===== config.mk =====
export PLATFORM = sky130hd
export DESIGN_NAME = sine_period_meter
export DESIGN_NICKNAME = d
export VERILOG_FILES = /design/src/rtl/sine_period_meter.sv
export SDC_FILE = /design/constraint.sdc
export NUM_CORES = 1
export LEC_CHECK = 0
export BUFFER_PORTS_ARGS = -buffer_cell sky130_fd_sc_hd__clkbuf_2
export CORE_ASPECT_RATIO = 0.7
export CORE_UTILIZATION = 48
export DETAILED_ROUTE_END_ITERATION = 8
export PLACE_DENSITY = 0.77
export SLEW_MARGIN = 20
export SYNTH_ARGS = -nofsm -noshare
export SYNTH_HDL_FRONTEND = slang
export SYNTH_SLANG_ARGS = --single-unit

===== constraint.sdc =====
create_clock -name clk -period 2.62 [get_ports clk]
set_clock_uncertainty 0.15 [all_clocks]
set_input_delay 0.131 -clock clk [delete_from_list [all_inputs] [get_ports clk]]
set_output_delay 0.131 -clock clk [all_outputs]
set_load 0.01 [all_outputs]

===== src/rtl/sine_period_meter.sv =====
// Rising mid-scale crossing period meter with hysteresis; `SINE_METER_AMPLITUDE_EN builds the min/max trackers.
// Outputs are registered one cycle after the accepting edge; there is no backpressure, and a sample is accepted every cycle.
module sine_period_meter #(
  parameter int DATA_W = 8,
  parameter int CNT_W  = 16,
  parameter int HYST   = 8
) (
  input  logic              clk,
  input  logic              rst,
  input  logic              sample_valid,
  input  logic [DATA_W-1:0] sample_data,
  output logic              meas_valid,
  output logic [CNT_W-1:0]  period,
  output logic [DATA_W-1:0] peak_max,
  output logic [DATA_W-1:0] peak_min,
  output logic              locked,
  output logic              timeout
);

  localparam int MID = 1 << (DATA_W - 1);
  localparam logic [DATA_W-1:0] HI_TH = DATA_W'(MID + HYST);
  localparam logic [DATA_W-1:0] LO_TH = DATA_W'(MID - HYST);
  // Last count value that still leaves room for period = cnt + 1 to fit in CNT_W bits.
  localparam logic [CNT_W-1:0] CNT_LAST = {{(CNT_W-1){1'b1}}, 1'b0};

  typedef enum logic [1:0] {S_SYNC, S_ARM, S_HI, S_LO} state_t;

  state_t           state;
  logic [CNT_W-1:0] cnt;

  logic is_hi;
  logic is_lo;
  logic in_period;
  logic take_cross;
  logic take_start;
  logic take_timeout;
  logic take_count;

  assign is_hi     = sample_data > HI_TH;
  assign is_lo     = sample_data < LO_TH;
  assign in_period = (state == S_HI) || (state == S_LO);

  // Exactly one of these fires per accepted sample while a period is being measured.
  assign take_cross   = sample_valid && (state == S_LO) && is_hi;
  assign take_start   = sample_valid && (state == S_ARM) && is_hi;
  assign take_timeout = sample_valid && in_period && !take_cross && (cnt == CNT_LAST);
  assign take_count   = sample_valid && in_period && !take_cross && (cnt != CNT_LAST);

  always_ff @(posedge clk or posedge rst) begin
    if (rst) begin
      state      <= S_SYNC;
      cnt        <= '0;
      period     <= '0;
      meas_valid <= 1'b0;
      timeout    <= 1'b0;
      locked     <= 1'b0;
    end else begin
      meas_valid <= take_cross;
      timeout    <= take_timeout;
      if (take_cross) begin
        period <= cnt + 1'b1;
        locked <= 1'b1;
        cnt    <= '0;
        state  <= S_HI;
      end else if (take_timeout) begin
        locked <= 1'b0;
        cnt    <= '0;
        state  <= S_SYNC;
      end else if (take_start) begin
        cnt   <= '0;
        state <= S_HI;
      end else if (take_count) begin
        cnt <= cnt + 1'b1;
        if (state == S_HI && is_lo) state <= S_LO;
      end else if (sample_valid && state == S_SYNC && is_lo) begin
        state <= S_ARM;
      end
    end
  end

`ifdef SINE_METER_AMPLITUDE_EN
  logic [DATA_W-1:0] trk_max;
  logic [DATA_W-1:0] trk_min;

  // Trackers include the opening crossing sample but not the closing one.
  always_ff @(posedge clk or posedge rst) begin
    if (rst) begin
      trk_max  <= '0;
      trk_min  <= '0;
      peak_max <= '0;
      peak_min <= '0;
    end else if (take_start || take_cross) begin
      trk_max <= sample_data;
      trk_min <= sample_data;
      if (take_cross) begin
        peak_max <= trk_max;
        peak_min <= trk_min;
      end
    end else if (take_timeout) begin
      trk_max <= '0;
      trk_min <= '0;
    end else if (take_count) begin
      if (sample_data > trk_max) trk_max <= sample_data;
      if (sample_data < trk_min) trk_min <= sample_data;
    end
  end
`else
  assign peak_max = '0;
  assign peak_min = '0;
`endif

endmodule


# Yosys cells after proc, flatten, opt, wreduce, memory -nomap -nowiden
# Index checks and enable logic that the tools add are counted.
# Widths: inputs -> output; s select.
totals:
  register_bits: 37
  out_inout_bits: 35
  wordCells: 45
op_classes:
  reduce_logical: 18
  add_sub_neg: 1
  magnitude_cmp: 2
  eq_ne: 6
  n_mux: 12
op_table:
  columns: ["op", "count"]
  rows:
  - ["$mux 16", 4]
  - ["$add 16x1->16 const B", 1]
  - ["$eq 16x16->1 const B", 1]
  - ["$ne 16x16->1 const B", 1]
  - ["$mux 2", 6]
  - ["$logic_and 1x1->1", 11]
  - ["$gt 8x8->1 const B", 1]
  - ["$lt 8x7->1 const B", 1]
  - ["$ne 5x4->1 const B", 1]
  - ["$reduce_bool 5->1", 1]
  - ["$eq 2x2->1 const B", 2]
  - ["$reduce_bool 4->1", 1]
  - ["$eq 2x1->1 const B", 1]
  - ["$logic_not 2->1", 1]
  - ["$mux 1", 2]
  - ["$reduce_and 2->1", 1]
  - ["$reduce_bool 2->1", 1]
  - ["$logic_not 1->1", 1]
  - ["$logic_or 1x1->1", 1]

# Longest topological paths before layout
# Gate-level depths: netlist of the first run.
depth:
  ltp_word: 10
  mapped_depth: 8
  mapped_depth_nobuf: 7

# Worst setup path after synthesis of the first run
# Ideal clock, no wire load.
synth_path:
  path_type: "register -> register"
  start: "reg cnt[0]"
  end: "reg cnt[7]"
  t_arrival_ns: 1.439
  setup_ns: 0.077
  setup_slack_ns: 0.955
  path_stages_with_launch: 8
  path_buffers: 0
  path_cell_list: "dfrtp_1 > inv_1 > ha_1 > nand4_1 > nor2_1 > a31o_2 > or3_1 > o21ai_1"
synth_via:
  elab_chain_cells: 5
synth_rtl:
  columns: ["element", "line_no", "rtl"]
  rows:
  - ["from (decl)", "29", "logic [CNT_W-1:0] cnt;"]
  - ["from (signal assigned)", "73", "cnt <= cnt + 1'b1;"]
  - ["$add 16x1->16", "73", null]
  - ["$mux 16", "72", "end else if (take_count) begin"]
  - ["$mux 16", "69", "end else if (take_start) begin"]
  - ["$mux 16", "65", "end else if (take_timeout) begin"]
  - ["$mux 16", "60", "if (take_cross) begin"]
# Parallel ways exist; a longest one is shown, timed or not. The select of a mux whose other input is x is not followed.
# A chain may end at the register's enable or synchronous reset.

# Final worst setup path of the first run
layout_path:
  start: "reg cnt[0]"
  end: "reg cnt[4]"
# The elaborated chain is that of the path after synthesis.

==> results of run 1 <==
cell usage in the layout, fill, tap and decap left out, types with 2 or more instances in the layout:
cell	count
sky130_fd_sc_hd__ha_1	2
sky130_fd_sc_hd__o21ai_1	5
sky130_fd_sc_hd__buf_4	2
sky130_fd_sc_hd__nor2_1	6
sky130_fd_sc_hd__xnor2_1	6
sky130_fd_sc_hd__dfrtp_1	37
sky130_fd_sc_hd__o21ai_0	25
sky130_fd_sc_hd__and2_1	2
sky130_fd_sc_hd__inv_1	6
sky130_fd_sc_hd__clkbuf_2	29
sky130_fd_sc_hd__nand3_1	7
sky130_fd_sc_hd__nor3_1	2
sky130_fd_sc_hd__clkbuf_8	6
sky130_fd_sc_hd__nand4_1	6
sky130_fd_sc_hd__a21oi_1	5
sky130_fd_sc_hd__xor2_1	8
sky130_fd_sc_hd__conb_1	16
sky130_fd_sc_hd__a31oi_1	8
sky130_fd_sc_hd__nand2_1	38
sky130_fd_sc_hd__and3_1	2
worst reg2reg max path, stage by stage, from the launching register on:
cell and delay [ns]:
sky130_fd_sc_hd__dfrtp_1 0.43, sky130_fd_sc_hd__inv_1 0.07, sky130_fd_sc_hd__ha_1 0.19, sky130_fd_sc_hd__nand4_1 0.10, sky130_fd_sc_hd__nor2_1 0.07, sky130_fd_sc_hd__a31oi_2 0.56
sky130_fd_sc_hd__a41oi_1 0.19, sky130_fd_sc_hd__a31oi_1 0.16
power by group:
group	internal [mW]	total (mW)	switching, mW
sequential	0.628	0.693	0.0647
combinational	0.0924	0.255	0.162
clock	0.309	0.515	0.205
cell type report:
type,count,area [um2]
fill,322,1500
sequential,37,926
multi-input combinational,151,830
timing repair buffer,32,170
clock buffer,6,82.6
tap,50,62.6
clock inverter,2,37.5
inverter,6,22.5
metal layers:
layer | GRT usage, % | part of all wire [%]
met1 | 29.5 | 50
met2 | 31.0 | 43
met3 | 5.83 | 6.2
met4 | 6.73 | 1.2
met5 | 0 | 0
registers in the layout (all words and copies together), names as in the netlist:
register / count
locked: 1
cnt: 16
period: 16
state: 2
meas_valid: 1
timeout: 1
cell families after synthesis:
kind of cell,after synthesis
xor gates and xnor gates,14
other,1
DFF,37
AOI/OAI and AO/OA,50
buffers and inverters,30
and+or+nand+nor,69
adders and majority gates,2
metrics by stage:
step,hold WS [ns],setup WS (ns)
after floorplan,0.161,0.955
after global placement,0.0956,0.740
after detailed placement,0.101,0.684
after CTS,0.00436,0.651
after global routing,0.0670,0.454
final,0.0200,0.625
synthesized netlist by cell type (all sizes together):
| library cell | number |
|---|---|
| and3 | 2 |
| nand2b | 1 |
| o2111ai | 1 |
| clkbuf | 4 |
| a21oi | 5 |
| or3 | 1 |
| xor2 | 8 |
| a31oi | 9 |
| dfrtp | 37 |
| o311ai | 1 |
| a22o | 1 |
| a41oi | 1 |
| nand2 | 38 |
| buf | 20 |
| and4 | 1 |
| xnor2 | 6 |
| nor2 | 6 |
| o21a | 1 |
| ha | 2 |
| o21ai | 30 |
| inv | 6 |
| nand4 | 6 |
| nand3 | 8 |
| or4 | 1 |
| nor3 | 2 |
| nor2b | 1 |
| a31o | 1 |
| and2 | 2 |
| conb | 1 |
worst paths after layout:
check	end	start	cells after the start	slack [ns]
max reg2reg	cnt[4]$_DFFE_PP0P_	cnt[0]$_DFFE_PP0P_	7	0.62
min in group asynchronous	timeout$_DFF_PP0_	rst	4	0.32
max	cnt[4]$_DFFE_PP0P_	cnt[0]$_DFFE_PP0P_	7	0.62
min reg2reg	period[8]$_DFFE_PP0N_	period[8]$_DFFE_PP0N_	2	0.33
max in group asynchronous	cnt[6]$_DFFE_PP0P_	rst	4	1.66
min	state[1]$_DFFE_PP0P_	sample_valid	3	0.02
what timing repair did:
| action | in CTS | in global routing |
|---|---|---|
| buffers inserted | 0 | 0 |
| endpoints found under the hold margin | 37 | 0 |
| hold buffers | 1 | 0 |
==> results.md, run 1 <==
- The H-tree depth is 2.
- The flip-flop and latch count after synthesis is 37.
- Of the available clock period, the critical path in the final layout requires 76.2%.
- After floorplanning, the core was sized to cover ~3600 um2.
- Sequential elements use around half of the synthesized area.
- The overall die height is about 54 um.
- TritonCTS created 5 clock buffers.
- Once placement finished, the instance area stood at 2000 um2.
- The dominant combinational cell family by area after synthesis is simple AND/OR/NAND/NOR gates.
- CTS placed an instance of sky130_fd_sc_hd__clkbuf_8 at the clock tree root.
- The post-synthesis share of cell area spent on and, or, nand and nor gates is between 10% and 20%.
- The total of cells resized after clock tree synthesis is 0.
- In this run the worst hold path is classified as primary input to flop.
- Cells with a size suffix above 1 make up between 10% and 20% of the layout.
- In the final timing run, aggregate negative setup slack is 0 ns.
- The area share of the largest cell type after synthesis is around half.
- The fmax is between 500 and 600 MHz.
- In this run the worst path has a maximum fanout of 14.
- For the worst setup path, the data required time is ~2.7 ns.
- For the worst-skew pair, the clock arrives at the later sink with an insertion delay of just under 0.3 ns.
- The flow ran to the end, and the final reports show no timing, DRC or antenna violations.
- The effective utilization at floorplan is between 50% and 60%.
- The count of cells in the finished layout, fillers not included, comes to roughly 280.
- The worst ir drop on vdd is just over 0.0005 V.
- The number of global-route vias before repair came to 1272.
- Relative to the synthesized area, the layout overhead comes to 13.2%.
- STA classifies the critical path startpoint as a flop.
- The analysis attributes to cell leakage a power of 0.998 nW.
- The clock period could shrink to roughly 2 ns.
- The post-synthesis cell count is slightly above 200.
- The area fraction in compound gates after synthesis is about 16%.
- The adder and majority cell fraction of the synthesized area is about 1.3%.
- The total standard cell area after synthesis is approximately 1900 um2.
- The number of buffers added on ports is 29.
- The final layout contains routed wiring with a total length of approximately 3.9 mm.
- The category of the most critical setup path is flop to flop.
- For this design the ratio of total power to cell area is 686 nW/um2.
- The die covers around 4200 um2.
- Row generation in the floorplan step produced 18 rows.
- The total power after layout is 1.46 mW.
- The number of warnings reported in the yosys synthesis log is 0.
- The mean cell area of the mapped netlist is 9.28 um2.
- The congestion estimate from routability-driven global placement came to approximately 0.85.
- Entering global routing, the biggest net connects 38 pins.
- The wire length per cell is approximately 14 um.
- Multiplexer cells account for 0% of the synthesized area.
- After legalization and detailed placement, the total HPWL measured ~2.8 mm.
- The number of failing hold endpoints at the final stage is 0.
- Setup violations remaining at the end of the flow were counted as 0.
- The post-layout instance area is 2130 um2.
- The final count of pins violating max slew came to 0.
- The post-synthesis share of cell area spent on xor and xnor gates is under 10%.
- In this run the deepest clock path goes through 2 buffers.
- Walking the worst path, the cells encountered are inv_1 -> ha_1 -> nand4_1 -> nor2_1 -> a31oi_2 -> a41oi_1 -> a31oi_1.
- The number of placed I/O pins is 46.
- The number of DRC violations after detailed routing is 0.
- STA puts the critical path data arrival time at about 2.1 ns.
- The cell with the biggest individual delay on the critical path is sky130_fd_sc_hd__a31oi_2.
- The clock net in this run drives a total of 37 sinks.
- The chip width is just under 80 um.
- The number of maximum-capacitance constraint violations is 0.
- On the worst path, the slowest cell contributes a delay of between 0.5 and 0.6 ns.
- Summed over all instances, the cell type with the most area after synthesis is sky130_fd_sc_hd__dfrtp_1.
- The net count of the finished layout is roughly 250.
- Setup repair after global routing left no endpoint under its margin.
- Counting both buffers and inverters, the worst setup path holds a total of 1.
- TritonCTS built the clock tree.
- The first global-routing pass estimated between 6 and 7 mm of wire.
- 0 antenna diodes ended up in the layout.
- The kind of cell adding the most delay to the critical path is compound AO/OA/AOI/OAI gates.
- The detail-routed via count per cell is approximately 5.2.
- After global routing the overflow that remains totals 0.
- At the pin with the least slew margin, the transition time is around 0.72 ns.
- In the post-synthesis netlist, the biggest area contributors are sky130_fd_sc_hd__dfrtp_1 (49%), sky130_fd_sc_hd__nand2_1 (7.6%), sky130_fd_sc_hd__buf_4 (7.2%).
- Cells fill 58.8% of the core in the end.
- The detailed-router iteration count before antenna repair is 5.
- The initial antenna violation count is 0.
- The relative slew slack is about half.
- After clock tree synthesis, the clock-pin slew on the worst setup and hold paths is approximately 0.070 ns.
- The routed layout has about 1500 vias.
- Including well taps, the total number of placed cells is roughly 280.
- The element type at the critical path end is a flop.
- In this run the remaining antenna-violating nets after routing total 0.
- Synthesis instantiated 34 different standard cells from the library.
- The overall global routing resource usage is roughly a fifth.
- The DRC violation total after the first TritonRoute iteration is roughly 110.
(Power assumes the default switching activity.)
==> inputs of run 2 (changes only) <==
- CORE_UTILIZATION: 48 -> 47
- PLACE_DENSITY: 0.77 -> 0.78
- clock period: 2.62 -> 1.6 ns (I/O delays scaled with it)
==> results.md, run 2 (synthesis results as in run 1) <==
- Status: finished, violations left (was finished, final reports clean).
- The final reports fail on negative setup slack.
- The share of post-route cells with drive strength above 1 is 37.5% (was 18.4%).
- The number of nets with antenna violations after detailed routing is 0 (unchanged).
- The worst reg-to-reg setup slack is -0.13 ns (was 0.62 ns).
- The worst ir drop on vdd came to 0.000491 V (was 0.000510 V).
- The peak per-stage delay on the critical path is 0.43 ns (was 0.56 ns).
- The total routed wirelength is 4.80 mm (was 3.91 mm).
- The CTS root buffer is sky130_fd_sc_hd__clkbuf_8 (unchanged).
- The number of cells on the worst reg-to-reg path was 6 (was 7).
- The accumulated negative setup slack is -1.78 ns (was 0 ns).
- Series of cell instances along the critical path: o311ai_2 -> o2111ai_1 -> a31oi_2 -> buf_6 -> nand2_1 -> a31oi_1 (was inv_1 -> ha_1 -> nand4_1 -> nor2_1 -> a31oi_2 -> a41oi_1 -> a31oi_1).
- The detailed-router iteration count before antenna repair came to 5 (unchanged).
- The clock latency reported for the late side of the worst-skew pair was 0.30 ns (was 0.29 ns).
- The row count is 18 (unchanged).
- The first-pass GRT wire length was 7.49 mm (was 6.34 mm).
- The share of power burned in combinational logic is 25.5% (was 17.4%).
- The overall global routing resource usage is 24.5% (was 20.8%).
- Largest registers ranked by flip-flop count: cnt (16), period (16), state (2) (unchanged).
- The portion of total power attributed to the clock network is 32.6% (was 35.2%).
- The maximum root-to-sink buffer count came to 2 (unchanged).
- The leakage power of the design is 1.25 nW (was 0.998 nW).
- The total power after layout is 2.61 mW (was 1.46 mW).
- The number of failing hold endpoints at the final stage is 0 (unchanged).
- The reported net switching power came to 779 uW (was 432 uW).
- The launching element type of the critical path is a flop (unchanged).
- The internal power is 1.83 mW (was 1.03 mW).
- The number of placed I/O pins is 46 (unchanged).
- The pin count of the biggest net entering global routing is 38 (unchanged).
- The CTS buffer count is 5 (unchanged).
- The remaining global-route overflow is 0 (unchanged).
- The H-tree depth came to 2 (unchanged).
- The initial antenna violation count came to 0 (unchanged).
- The number of global-route vias before repair was 1559 (was 1272).
- The class of the most critical hold timing path is primary input to flop (unchanged).
- The number of cells traversed by the worst hold path is 3 (unchanged).
- The register share of total power is 41.9% (was 47.4%).
- The period utilization is 108% (was 76.2%).
- The routability congestion estimate is 0.885 (was 0.850).
- The clock-pin slew on the worst setup and hold paths is 0.07 ns (about the same).
- The vias after detailed routing is 1708 (was 1477).
- The area overhead of the layout relative to synthesis came to 35.8% (was 13.2%).
- The wire length per cell came to 14.8 um (was 13.8 um).
- The fmax was 577 MHz (was 501 MHz).
- The detail-routed via count per cell is 5.26 (was 5.20).
- The final number of setup-violating endpoints is 34 (was 0).
- The number of sinks handled by clock tree synthesis is 37 (unchanged).
- The chip width was 77.7 um (was 76.9 um).
- The final antenna diode count is 0 (unchanged).
- The post-layout worst setup margin is -0.133 ns (was 0.625 ns).
- The largest fanout of any net on the critical path was 14 (unchanged).
- The effective utilization at floorplan is 51.3% (was 51.9%).
- The number of buffers added on ports was 29 (unchanged).
- The clock tree from TritonCTS is built (unchanged).
- Highest-count cells in the layout ignoring fill and taps: sky130_fd_sc_hd__nand2_1 (37), sky130_fd_sc_hd__dfrtp_1 (37), sky130_fd_sc_hd__buf_4 (37) (was sky130_fd_sc_hd__nand2_1 (38), sky130_fd_sc_hd__dfrtp_1 (37), sky130_fd_sc_hd__clkbuf_2 (29)).
- The DRC violation total after the first TritonRoute iteration is 169 (was 105).
- The category of the most critical setup path is flop to flop (unchanged).
- The switching power share of the total came to 29.9% (was 29.6%).
- The pre-CTS worst setup slack was -0.107 ns (was 0.684 ns).
- The arrival time of data at the critical path endpoint is 1.77 ns (was 2.06 ns).
- The overall die area is 4270 um2 (was 4180 um2).
- The data required time at the worst endpoint was 1.64 ns (was 2.68 ns).
- The final period demand of the worst path is 1.73 ns (was 2.00 ns).
- The detailed placement HPWL is 3.16 mm (was 2.83 mm).
- The kind of cell adding the most delay to the critical path is compound AO/OA/AOI/OAI gates (unchanged).
- Unrepaired setup endpoints after global routing: true (was false).
- The core region area is 3670 um2 (was 3630 um2).
- The number of DRC violations after detailed routing is 0 (unchanged).
- The cell with the biggest individual delay on the critical path was sky130_fd_sc_hd__dfrtp_1 (was sky130_fd_sc_hd__a31oi_2).
- The final count of pins violating max slew was 0 (unchanged).
- The buffer and inverter count on the worst path is 1 (unchanged).
- The element type at the critical path end is a flop (unchanged).
- The number of nets in the finished design is 287 (was 246).
- The power density over cell area is 1020 nW/um2 (was 686 nW/um2).
- The total number of cells along the worst setup path is 6 (was 7).
- The overall die height is 55.0 um (was 54.4 um).
- The number of maximum-capacitance constraint violations is 0 (unchanged).
- The number of fillers in the final layout is 271 (was 322).
-- run 2: changes by cell type in the layout (fill, tap and decap cells not counted), sizes merged --
cell	previous run	this run
clkbuf	35	36
clkinvlp	1	0
dlygate4sd3	1	2
buf	2	42
-- run 2: path summary, 6_finish.rpt --
check / start / end
setup / recovery: state[0]$_DFFE_PP0P_ / cnt[9]$_DFFE_PP0P_
hold / removal: sample_valid / state[0]$_DFFE_PP0P_
setup reg to reg: state[0]$_DFFE_PP0P_ / cnt[9]$_DFFE_PP0P_
hold reg to reg: period[11]$_DFFE_PP0N_ / period[11]$_DFFE_PP0N_
max in group asynchronous: rst / cnt[3]$_DFFE_PP0P_
min in group asynchronous: rst / period[3]$_DFFE_PP0N_
-- run 2: tightest hold or removal path: cells and delay by family --
| family | cells | cell delay (ns) |
|---|---|---|
| AO/OA/AOI/OAI | 1 | 0.15 |
| buffers and inverters | 1 | 0.15 |
| AND/OR/NAND/NOR | 1 | 0.05 |
-- run 2: stage by stage --
stage | hold slack (ns) | area [um2] | util (%) | std cells
floorplan | 0.110 | 1940 | - | 218
global placement | 0.0421 | 2290 | 62.3 | 311
detailed placement | 0.0524 | 2290 | 62.3 | 311
CTS | 0.000863 | 2480 | 67.7 | 323
global route | 0.0557 | 2560 | 69.7 | 325
finish | 0.0187 | 2560 | 69.7 | 325
-- run 2: final cells by class --
type | instances | area, um2 | share of cell area, %
clock buffer | 7 | 86.3 | 3.38
inverter | 6 | 22.5 | 0.881
sequential | 37 | 926 | 36.2
timing repair buffer | 73 | 508 | 19.9
tap | 50 | 62.6 | 2.45
multi-input combinational | 151 | 922 | 36.1
clock inverter | 1 | 30.0 | 1.17
-- run 2: repair_timing --
item	4_1_cts	5_1_grt
setup buffers	2	2
pin swaps	1	7
gates cloned	0	0
endpoints found under the setup margin	27	36
hold buffers	2	0
endpoints found under the hold margin	38	0
resized for setup	21	17
-- run 2: power by group through the flow --
| stage | registers (mW) | clock network (mW) | logic, mW |
|---|---|---|---|
| 3_5_place_dp | 1.11 | 0 | 0.593 |
| 5_1_grt | 1.10 | 0.895 | 0.725 |
| 4_1_cts | 1.09 | 0.860 | 0.629 |
| 6_report | 1.09 | 0.850 | 0.664 |
| 3_3_place_gp | 1.10 | 0 | 0.575 |
| 2_1_floorplan | 1.12 | 0 | 0.331 |
-- run 2: layer usage --
layer | vias up | global-route usage [%] | part of all wire [%]
met2 | 74 | 41.3 | 47
li1 | 807 | - | -
met1 | 820 | 31.0 | 46
met4 | 0 | 8.49 | 0.87
met5 | - | 0 | 0
met3 | 7 | 7.05 | 6.8
